**src/rtl/tile_judge_pkg.sv**
```systemverilog
// Shared types and constants for the tile gameplay judge.
// Includes row codes, judge states and the streak bonus threshold.
package tile_pkg;
  localparam int COL_W        = 3;
  localparam int LIVES_W      = 3;
  localparam int STREAK_W     = 4;
  localparam int BONUS_STREAK = 10;
  localparam logic [COL_W-1:0] ROW_EMPTY = 3'b100;

  typedef enum logic [2:0] {
    EMPTY,
    LOAD,
    ARMED,
    TAPPED,
    OVER
  } judge_state_t;

  // Any code with the top bit set means the row carries no tile.
  function automatic logic row_is_empty(input logic [COL_W-1:0] code);
    return code[COL_W-1];
  endfunction
endpackage

```
**src/rtl/tile_judge_if.sv**
```systemverilog
// Key/row inputs and score/status outputs of the tile judge.
// STREAK_BONUS_EN adds the streak counter output.
interface tile_judge_if #(
  parameter int NUM_COLS = 4,
  parameter int SCORE_W  = 10
);
  import tile_pkg::*;

  logic [NUM_COLS-1:0] key_n;
  logic [COL_W-1:0]    line_bottom;
  logic                edge_go;
  logic                hit_pulse;
  logic                miss_pulse;
  logic [SCORE_W-1:0]  score;
  logic [LIVES_W-1:0]  lives;
  logic                game_over;
`ifdef STREAK_BONUS_EN
  logic [STREAK_W-1:0] streak;

  modport master (output key_n, line_bottom, edge_go,
                  input  hit_pulse, miss_pulse, score, lives, game_over, streak);
  modport slave  (input  key_n, line_bottom, edge_go,
                  output hit_pulse, miss_pulse, score, lives, game_over, streak);
`else
  modport master (output key_n, line_bottom, edge_go,
                  input  hit_pulse, miss_pulse, score, lives, game_over);
  modport slave  (input  key_n, line_bottom, edge_go,
                  output hit_pulse, miss_pulse, score, lives, game_over);
`endif
endinterface

```
**src/rtl/tile_judge_key_edge_sync.sv**
```systemverilog
// Two-flop synchroniser for one active-low push-button plus a falling-edge
// detector; a held key yields exactly one press pulse.
module key_edge_sync (
  input  logic clock,
  input  logic resetn,
  input  logic key_n,
  output logic press
);
  logic sync_p0, sync_p1, prev_p2;

  always_ff @(posedge clock or negedge resetn) begin
    if (!resetn) begin
      sync_p0 <= 1'b1;
      sync_p1 <= 1'b1;
      prev_p2 <= 1'b1;
    end else begin
      sync_p0 <= key_n;
      sync_p1 <= sync_p0;
      prev_p2 <= sync_p1;
    end
  end

  // Edge stage: released last cycle, pressed now.
  assign press = prev_p2 & ~sync_p1;
endmodule

```
**src/rtl/tile_judge.sv**
```systemverilog
// Gameplay judge: scores taps on the bottom row, tracks lives, raises game_over.
// STREAK_BONUS_EN enables the consecutive-hit bonus and the streak output.
module tile_judge
  import tile_pkg::*;
#(
  parameter int LIVES    = 3,
  parameter int SCORE_W  = 10,
  parameter int NUM_COLS = 4
) (
  input logic        clock,
  input logic        resetn,
  tile_judge_if.slave bus
);
  localparam int CIDX_W = COL_W - 1;

  logic [NUM_COLS-1:0] press;
  logic                press_any, hit, press_miss, scroll_miss, miss;
  logic [1:0]          inc;
  logic [CIDX_W-1:0]   col_q, eff_col;
  logic [NUM_COLS-1:0] col_onehot;
  judge_state_t        state, state_nxt, eff_state, tap_state;
  logic [SCORE_W-1:0]  score_q;
  logic [LIVES_W-1:0]  lives_q;
  logic                hit_q, miss_q, over_q;

  for (genvar i = 0; i < NUM_COLS; i++) begin : g_key
    key_edge_sync u_sync (
      .clock  (clock),
      .resetn (resetn),
      .key_n  (bus.key_n[i]),
      .press  (press[i])
    );
  end

  function automatic logic [SCORE_W-1:0] sat_add(input logic [SCORE_W-1:0] a,
                                                 input logic [1:0] b);
    logic [SCORE_W:0] sum;
    sum = {1'b0, a} + (SCORE_W+1)'(b);
    return sum[SCORE_W] ? '1 : sum[SCORE_W-1:0];
  endfunction

`ifdef STREAK_BONUS_EN
  logic [STREAK_W-1:0] streak_q;
  logic                bonus;
  assign bonus = (streak_q == STREAK_W'(BONUS_STREAK - 1));
  assign inc   = bonus ? 2'd2 : 2'd1;

  always_ff @(posedge clock or negedge resetn) begin
    if (!resetn)   streak_q <= '0;
    else if (miss) streak_q <= '0;
    else if (hit)  streak_q <= bonus ? '0 : streak_q + 1'b1;
  end
  assign bus.streak = streak_q;
`else
  assign inc = 2'd1;
`endif

  assign press_any = |press;

  always_comb begin
    eff_state = state;
    eff_col   = col_q;
    // In LOAD the freshly shifted row is judged straight from the input.
    if (state == LOAD) begin
      eff_col   = bus.line_bottom[CIDX_W-1:0];
      eff_state = row_is_empty(bus.line_bottom) ? EMPTY : ARMED;
    end
    col_onehot  = NUM_COLS'(1) << eff_col;
    hit         = 1'b0;
    press_miss  = 1'b0;
    scroll_miss = 1'b0;
    if (state != OVER) begin
      hit        = press_any && (eff_state == ARMED) && (press == col_onehot);
      press_miss = press_any && !hit;
    end
    tap_state = hit ? TAPPED : eff_state;
    if (state != OVER) scroll_miss = bus.edge_go && (tap_state == ARMED);
    // A press miss and a scroll-off miss in one cycle cost a single life.
    miss      = press_miss | scroll_miss;
    state_nxt = tap_state;
    if (state == OVER)                           state_nxt = OVER;
    else if (miss && (lives_q == LIVES_W'(1)))   state_nxt = OVER;
    else if (bus.edge_go)                        state_nxt = LOAD;
  end

  always_ff @(posedge clock) begin
    col_q <= eff_col;
  end

  always_ff @(posedge clock or negedge resetn) begin
    if (!resetn) begin
      state   <= EMPTY;
      score_q <= '0;
      lives_q <= LIVES_W'(LIVES);
      hit_q   <= 1'b0;
      miss_q  <= 1'b0;
      over_q  <= 1'b0;
    end else begin
      state  <= state_nxt;
      hit_q  <= hit;
      miss_q <= miss;
      over_q <= (state_nxt == OVER);
      if (hit)  score_q <= sat_add(score_q, inc);
      if (miss) lives_q <= lives_q - LIVES_W'(1);
    end
  end

  assign bus.hit_pulse  = hit_q;
  assign bus.miss_pulse = miss_q;
  assign bus.score      = score_q;
  assign bus.lives      = lives_q;
  assign bus.game_over  = over_q;
endmodule

```
**src/flat_wrapper.sv**
```systemverilog
// flat-port wrapper written by rule: the top's interface ports become plain ports
module tile_judge_flat import tile_pkg::*;
#(
  parameter int LIVES    = 3,
  parameter int SCORE_W  = 10,
  parameter int NUM_COLS = 4
)
  (clock, resetn, bus_key_n, bus_line_bottom, bus_edge_go, bus_hit_pulse, bus_miss_pulse, bus_score, bus_lives, bus_game_over);
  tile_judge_if #(.NUM_COLS(NUM_COLS), .SCORE_W(SCORE_W)) bus_i ();
  input logic clock;
  input logic resetn;
  input wire logic [$bits(bus_i.key_n)-1:0] bus_key_n;
  input wire logic [$bits(bus_i.line_bottom)-1:0] bus_line_bottom;
  input wire logic [$bits(bus_i.edge_go)-1:0] bus_edge_go;
  output wire logic [$bits(bus_i.hit_pulse)-1:0] bus_hit_pulse;
  output wire logic [$bits(bus_i.miss_pulse)-1:0] bus_miss_pulse;
  output wire logic [$bits(bus_i.score)-1:0] bus_score;
  output wire logic [$bits(bus_i.lives)-1:0] bus_lives;
  output wire logic [$bits(bus_i.game_over)-1:0] bus_game_over;
  assign bus_i.key_n = bus_key_n;
  assign bus_i.line_bottom = bus_line_bottom;
  assign bus_i.edge_go = bus_edge_go;
  assign bus_hit_pulse = bus_i.hit_pulse;
  assign bus_miss_pulse = bus_i.miss_pulse;
  assign bus_score = bus_i.score;
  assign bus_lives = bus_i.lives;
  assign bus_game_over = bus_i.game_over;
  tile_judge #(.LIVES(LIVES), .SCORE_W(SCORE_W), .NUM_COLS(NUM_COLS)) u_core (.clock(clock), .resetn(resetn), .bus(bus_i));
endmodule
```
**config.mk**
```make
export PLATFORM = sky130hd
export DESIGN_NAME = tile_judge_flat
export DESIGN_NICKNAME = d
export VERILOG_FILES = /design/src/rtl/tile_judge_pkg.sv /design/src/rtl/tile_judge_if.sv /design/src/rtl/tile_judge_key_edge_sync.sv /design/src/rtl/tile_judge.sv /design/src/flat_wrapper.sv
export SDC_FILE = /design/constraint.sdc
export NUM_CORES = 1
export LEC_CHECK = 0
export BUFFER_PORTS_ARGS = -buffer_cell sky130_fd_sc_hd__buf_2
export CAP_MARGIN = 10
export CORE_MARGIN = 3
export CORE_UTILIZATION = 26
export DETAILED_ROUTE_END_ITERATION = 6
export GPL_TIMING_DRIVEN = 0
export PLACE_DENSITY = 0.43
export SLEW_MARGIN = 15
export SYNTH_ARGS = -nofsm -noshare
export SYNTH_HDL_FRONTEND = slang
export SYNTH_SLANG_ARGS = --single-unit
```
**constraint.sdc**
```tcl
create_clock -name clock -period 2.1 [get_ports clock]
set_input_delay 0.315 -clock clock [delete_from_list [all_inputs] [get_ports clock]]
set_output_delay 0.315 -clock clock [all_outputs]
set_load 0.005 [all_outputs]
```
* Word-level counts from Yosys, hierarchy flattened
Index checks and enable logic that the tools add are counted.
Widths: inputs -> output; s select.
** Operators by class
- Bitwise logic cells :: 9
- Muxes and demuxes :: 11
- Add/subtract/negate cells :: 2
- Div/mod/pow operators :: 0
- $mul :: 0
- Reduce and logical (&&, ||, !) cells :: 7
- Shift-type cells :: 1
- $lt $le $gt $ge :: 0
- Equality and inequality tests :: 8
** Operator list (number)
- $mux 3 :: 5
- $add 10x1->11 const B :: 1
- $mux 10 :: 1
- $eq 3x1->1 const B :: 2
- $eq 3x2->1 const B :: 2
- $eq 3x3->1 const B :: 2
- $logic_and 1x1->1 :: 5
- $and 1x1->1 :: 4
- $eq 4x4->1 :: 1
- $mux 2 :: 2
- $not 1->1 :: 4
- $reduce_or 4->1 :: 1
- $shl 1x2->4 const A :: 1
- $mux 1 :: 3
- $ne 3x3->1 const B :: 1
- $sub 3x1->3 const B :: 1
- $logic_not 1->1 :: 1
- $or 1x1->1 :: 1
** Storage, ports and cells
- ROM bits :: 0
- Input bits :: 10
- Register bits after elaboration :: 33
- Bits in writable memories :: 0
- Memories :: 0
- Output and inout bits :: 16
- Latch bits :: 0
- Word-level logic and storage cells :: 57

* Longest topological paths before layout
- Word-level depth :: 15
- Mapped depth :: 7
- Mapped depth without buffers :: 6

* Hierarchy
A second synthesis with hierarchy kept.
** Second synthesis, totals
- Cells, all modules :: 134
- Area total of the unflattened synthesis :: 1516.5 um^2
** Modules (own cells, without submodules)
- tile_judge :: cells each 118, instances 1, area an instance 1146.1 um^2, sequential area each 518.0 um^2
- key_edge_sync :: cells each 4, instances 4, area an instance 92.6 um^2, sequential area each 78.8 um^2

* Least setup slack after synthesis
No wires, ideal clock.
- Kind :: register to register
- Start point :: reg u_core.state[1]
- End point :: reg u_core.score_q[4], in the netlist u_core.bus.score[4]
- Path slack :: -0.127 ns
- Cell stages (with the launch flop) :: 8
- Data arrival time :: 2.102 ns
- Buffers on the path :: 1
- Library setup time :: 0.125 ns
- Clock period less this slack :: 2.227 ns
- Data required time :: 1.975 ns
- Cells stage by stage :: dfrtp_1 nor3b_2 mux2i_1 or3_1 a211o_1 buf_2 a21oi_1 mux2_2
** On the way
- Word-level cells in the longest chain between the ends :: 6
- Elaborated cells on any way between the ends :: 10
- Those cells by class :: eq/ne: 4; shift: 1; mux: 3; reduce/logical: 2
** Ends and longest elaborated chain
- start, declared :: RTL line tile_judge.sv:21 : judge_state_t state, state_nxt, eff_state, tap_state;
- start signal, assigned :: RTL line tile_judge.sv:99 : state <= state_nxt;
- $eq 3x1->1 :: RTL line tile_judge.sv:64 : if (state == LOAD) begin
- $mux 2 / $mux 3 (equally long branches) :: RTL line tile_judge.sv:64
- $shl 1x2->4 / $eq 3x2->1 (equally long branches) :: RTL line tile_judge.sv:68, tile_judge.sv:73
- $eq 4x4->1 / $logic_and 1x1->1 (equally long branches) :: RTL line tile_judge.sv:73 : hit = press_any && (eff_state == ARMED) && (press == col_onehot);
- $logic_and 1x1->1 :: RTL line tile_judge.sv:73
- $mux 1 (*) :: RTL line tile_judge.sv:72 : if (state != OVER) begin
- end signal, assigned :: RTL line tile_judge.sv:103 : if (hit) score_q <= sat_add(score_q, inc);
- end, declared :: RTL line tile_judge.sv:22 : logic [SCORE_W-1:0] score_q;
Mark *: on every way between the ends. The rest lies on a longest branch, timed or not.
A chain may end at the register's enable or synchronous reset.

* Final worst setup path
Same ends and word-level chain as after synthesis.

==> results.sh <==
export IMPL_ys_ff_latch=33
export IMPL_worstPathMaxFanout=5
export IMPL_intPower_mw=1.37
export IMPL_critical_path_class="flip-flop to flip-flop"
export IMPL_crit_required_ps=2260
export IMPL_grtUsageTotal=0.115
export IMPL_synth_xor_area_frac=0.0118
export IMPL_postRouteAntennaNets=0
export IMPL_fin_crit_ps=2200
export IMPL_cts_inserted_buffers=5
export IMPL_ys_seq_area_frac=0.562
export IMPL_coreArea_mm2=0.00530
export IMPL_maxSlewHeadroom=0.537
export IMPL_p_sw_frac=0.295
export IMPL_drive_gt1_frac=0.452
export IMPL_synth_cells=135
export IMPL_drc=0
export IMPL_htreeDepth=2
export IMPL_ys_warnings_count=0
export IMPL_postPlaceCellArea_mm2=0.00170
export IMPL_synth_top_family_by_area="simple AND/OR/NAND/NOR gates"
export IMPL_hp_class="input port to asynchronous set/reset pin"
export IMPL_maxSlewViolCount=0
export IMPL_avgSynthCellArea_um2=11.0
export IMPL_grt_max_degree=32
export IMPL_powerDensity_mw_per_mm2=996
export IMPL_synth_top_cell_by_area="dfrtp_1"
export IMPL_ctsRootBufferMaster="clkbuf_8"
export IMPL_post_route_period_util=1.05
export IMPL_fin_nets=189
export IMPL_num_rows=26
export IMPL_cp_slowest_cell="or3b_2"
export IMPL_worstMarginPinSlew_ps=694
export IMPL_dieArea_mm2=0.00665
export IMPL_grt_pass1_wl_mm=5.76
export IMPL_combPwrFrac=0.298
export IMPL_final_cell_area_mm2=0.00195
export IMPL_cts_tree="built"
export IMPL_fin_tns_setup_ps=-536
export IMPL_endpoint_kind="flip-flop"
export IMPL_synth_adder_area_share=0.0253
export IMPL_finalClockSkew_ps=5.20
export IMPL_synth_compound_area_frac=0.118
export IMPL_rsz0062_at_grt="true"
export IMPL_muxShareOfSynthArea=0.0582
export IMPL_dieWidth_um=81.5
export IMPL_cp_start_kind="flip-flop"
export IMPL_clock_path_buffers=2
export IMPL_final_setup_worst_slack_ps=-102
export IMPL_synth_area_mm2=0.00148
export IMPL_worstPathArrival_ps=2360
export IMPL_num_vias=1147
export IMPL_io_pins=26
export IMPL_switching_power_mw=0.573
export IMPL_crit_path_max_incr_delay_ps=500
export IMPL_area_growth_pct=31.2
export IMPL_viasPerCell=4.64
export IMPL_dpl_hpwl_mm=2.21
export IMPL_place_ws_ps=-317
export IMPL_cts_sinks=33
export IMPL_routed_wl_mm=3.31
export IMPL_gr_total_overflow=0
export IMPL_antenna_cells=0
export IMPL_clkPwrFrac=0.249
export IMPL_seq_power_share=0.452
export IMPL_path_cells="or3b_2 > a21oi_2 > nand2_1 > a211o_1 > buf_6 > a21oi_4 > mux2_4"
export IMPL_wl_per_cell_um=13.4
export IMPL_fp_dieH_um=81.5
export IMPL_gp_congestion=0.775
export IMPL_fin_util=0.367
export IMPL_path_clk_slew_ps=70
export IMPL_grt_pass1_vias=1272
export IMPL_final_common_cell="buf_2"
export IMPL_max_freq_ghz=0.454
export IMPL_status="complete, but fails checks"
export IMPL_setup_viol=10
export IMPL_synth_nets=148
export IMPL_hold_violations=0
export IMPL_yosysTopAreaCellShare=0.287
export IMPL_antenna_found_initial=0
export IMPL_synthSimpleGateAreaFrac=0.194
export IMPL_worst_skew_pair_late_latency_ps=280
export IMPL_violations="setup timing"
export IMPL_cap_viol_max_count=0
export IMPL_n_fill_cell=520
export IMPL_ir_drop_mv=0.313
export IMPL_final_cell_mix="25 x buf_2, 14 x dfrtp_1, 14 x dfstp_2, 11 x nand2_1, 11 x buf_4"
export IMPL_p_leak_nw=0.852
export IMPL_drtIter0Drc=28
export IMPL_synth_area_leaders="dfrtp_1 29%, dfstp_2 25%, a21oi_1 4.0%"
export IMPL_drt_pre_antenna_iters=4
export IMPL_initial_core_util=0.280
export IMPL_io_buffers=25
export IMPL_ys_types=37
sequential cells by signal, summed over array words and instances (netlist names):
signal and cells:
u_core.bus.miss_pulse 1, u_core.g_key.u_sync.sync_p0 4, u_core.bus.score 10, u_core.bus.lives 3, u_core.g_key.u_sync.prev_p2 4, u_core.state 3, u_core.bus.hit_pulse 1, u_core.bus.game_over 1
u_core.col_q 2, u_core.g_key.u_sync.sync_p1 4
final timing paths:
check                                                         start  slack [ps]  cells past startpoint                                  endpoint
setup / recovery                          u_core.state[1]$_DFF_PN0_        -100                      7           u_core.bus.score[4]$_DFFE_PN0P_
hold / removal                                               resetn          80                      1           u_core.bus.score[8]$_DFFE_PN0P_
min in group clock                                     bus_key_n[3]         130                      1  u_core.g_key[3].u_sync.sync_p0$_DFF_PN1_
max in group asynchronous                                    resetn        1530                      1                 u_core.state[2]$_DFF_PN0_
setup reg to reg                          u_core.state[1]$_DFF_PN0_        -100                      7           u_core.bus.score[4]$_DFFE_PN0P_
hold reg to reg            u_core.g_key[2].u_sync.sync_p0$_DFF_PN1_         350                      0  u_core.g_key[2].u_sync.sync_p1$_DFF_PN1_
power by group through the flow:
stage          Clock, mW  Sequential [mW]  Combinational, mW
2_1_floorplan          0            0.883              0.307
3_3_place_gp           0            0.884              0.456
3_5_place_dp           0            0.890              0.472
4_1_cts            0.500            0.876              0.569
5_1_grt            0.530            0.900              0.661
6_report           0.483            0.877              0.579
cells in the mapped netlist:
library cell  number
a211o_1            2
a211oi_1           1
a21boi_0           1
a21o_1             1
a21oi_1           12
a221o_1            1
a31oi_1            2
and2_1             2
and3_1             5
and3b_1            1
buf_2              1
buf_6              1
clkbuf_1           3
dfrtp_1           17
dfstp_2           14
dfxtp_1            2
ha_1               3
inv_1              5
mux2_1             2
mux2_2             3
mux2i_1            3
nand2_1           11
nand2b_1           5
nand3_1            8
nand4_1            3
nor2_1             7
nor2b_1            4
nor3_1             1
nor3b_1            1
nor3b_2            1
o211ai_1           1
o21ai_0            1
o311a_1            1
o32a_1             3
or3_1              3
or3b_2             1
xnor2_1            2
cell families after synthesis:
| logic type | count (synthesis) |
|---|---|
| buffers and inverters | 10 |
| xor gates and xnor gates | 2 |
| muxes | 8 |
| AOI/OAI and AO/OA | 26 |
| DFF | 33 |
| adders and majority gates | 3 |
| and+or+nand+nor | 53 |
layer usage:
layer | global-route usage | part of all wire | wire (µm)
met5 | 0 | 0 | 0
met4 | 0.0642 | 0.032 | 106
met3 | 0.0351 | 0.054 | 177
met2 | 0.186 | 0.46 | 1520
met1 | 0.134 | 0.45 | 1500
cell type report:
cell class | count | area, µm² | share of cell area
buffer | 3 | 22.5 | 0.0116
clock buffer | 8 | 90.1 | 0.0463
inverter | 5 | 18.8 | 0.00964
multi-input combinational | 92 | 679 | 0.349
sequential | 33 | 837 | 0.430
tap | 70 | 87.6 | 0.0450
timing repair buffer | 36 | 211 | 0.109
metrics by stage:
stage               power [mW]  instances  hold WS (ps)
global route              2.09        247           113
CTS                       1.95        246           102
global placement          1.34        230           346
finish                    1.94        247          80.0
floorplan                 1.19        135          19.4
detailed placement        1.36        230           347
timing repair:
item	CTS	global route
endpoints found under the setup margin	17	16
resized for setup	22	3
hold buffers	0	0
setup buffers	10	1
endpoints found under the hold margin	0	0
pin swaps	3	4
cloned	0	0
worst max-delay path: cells and delay by family (launching register included):
kind                   cells  cell delay [ps]
flip-flops                 1              440
AND/OR/NAND/NOR            2              570
multiplexers               1              320
AO/OA/AOI/OAI              3              600
buffers and inverters      1              170
Note: power is estimated with default switching activity, not from simulation.
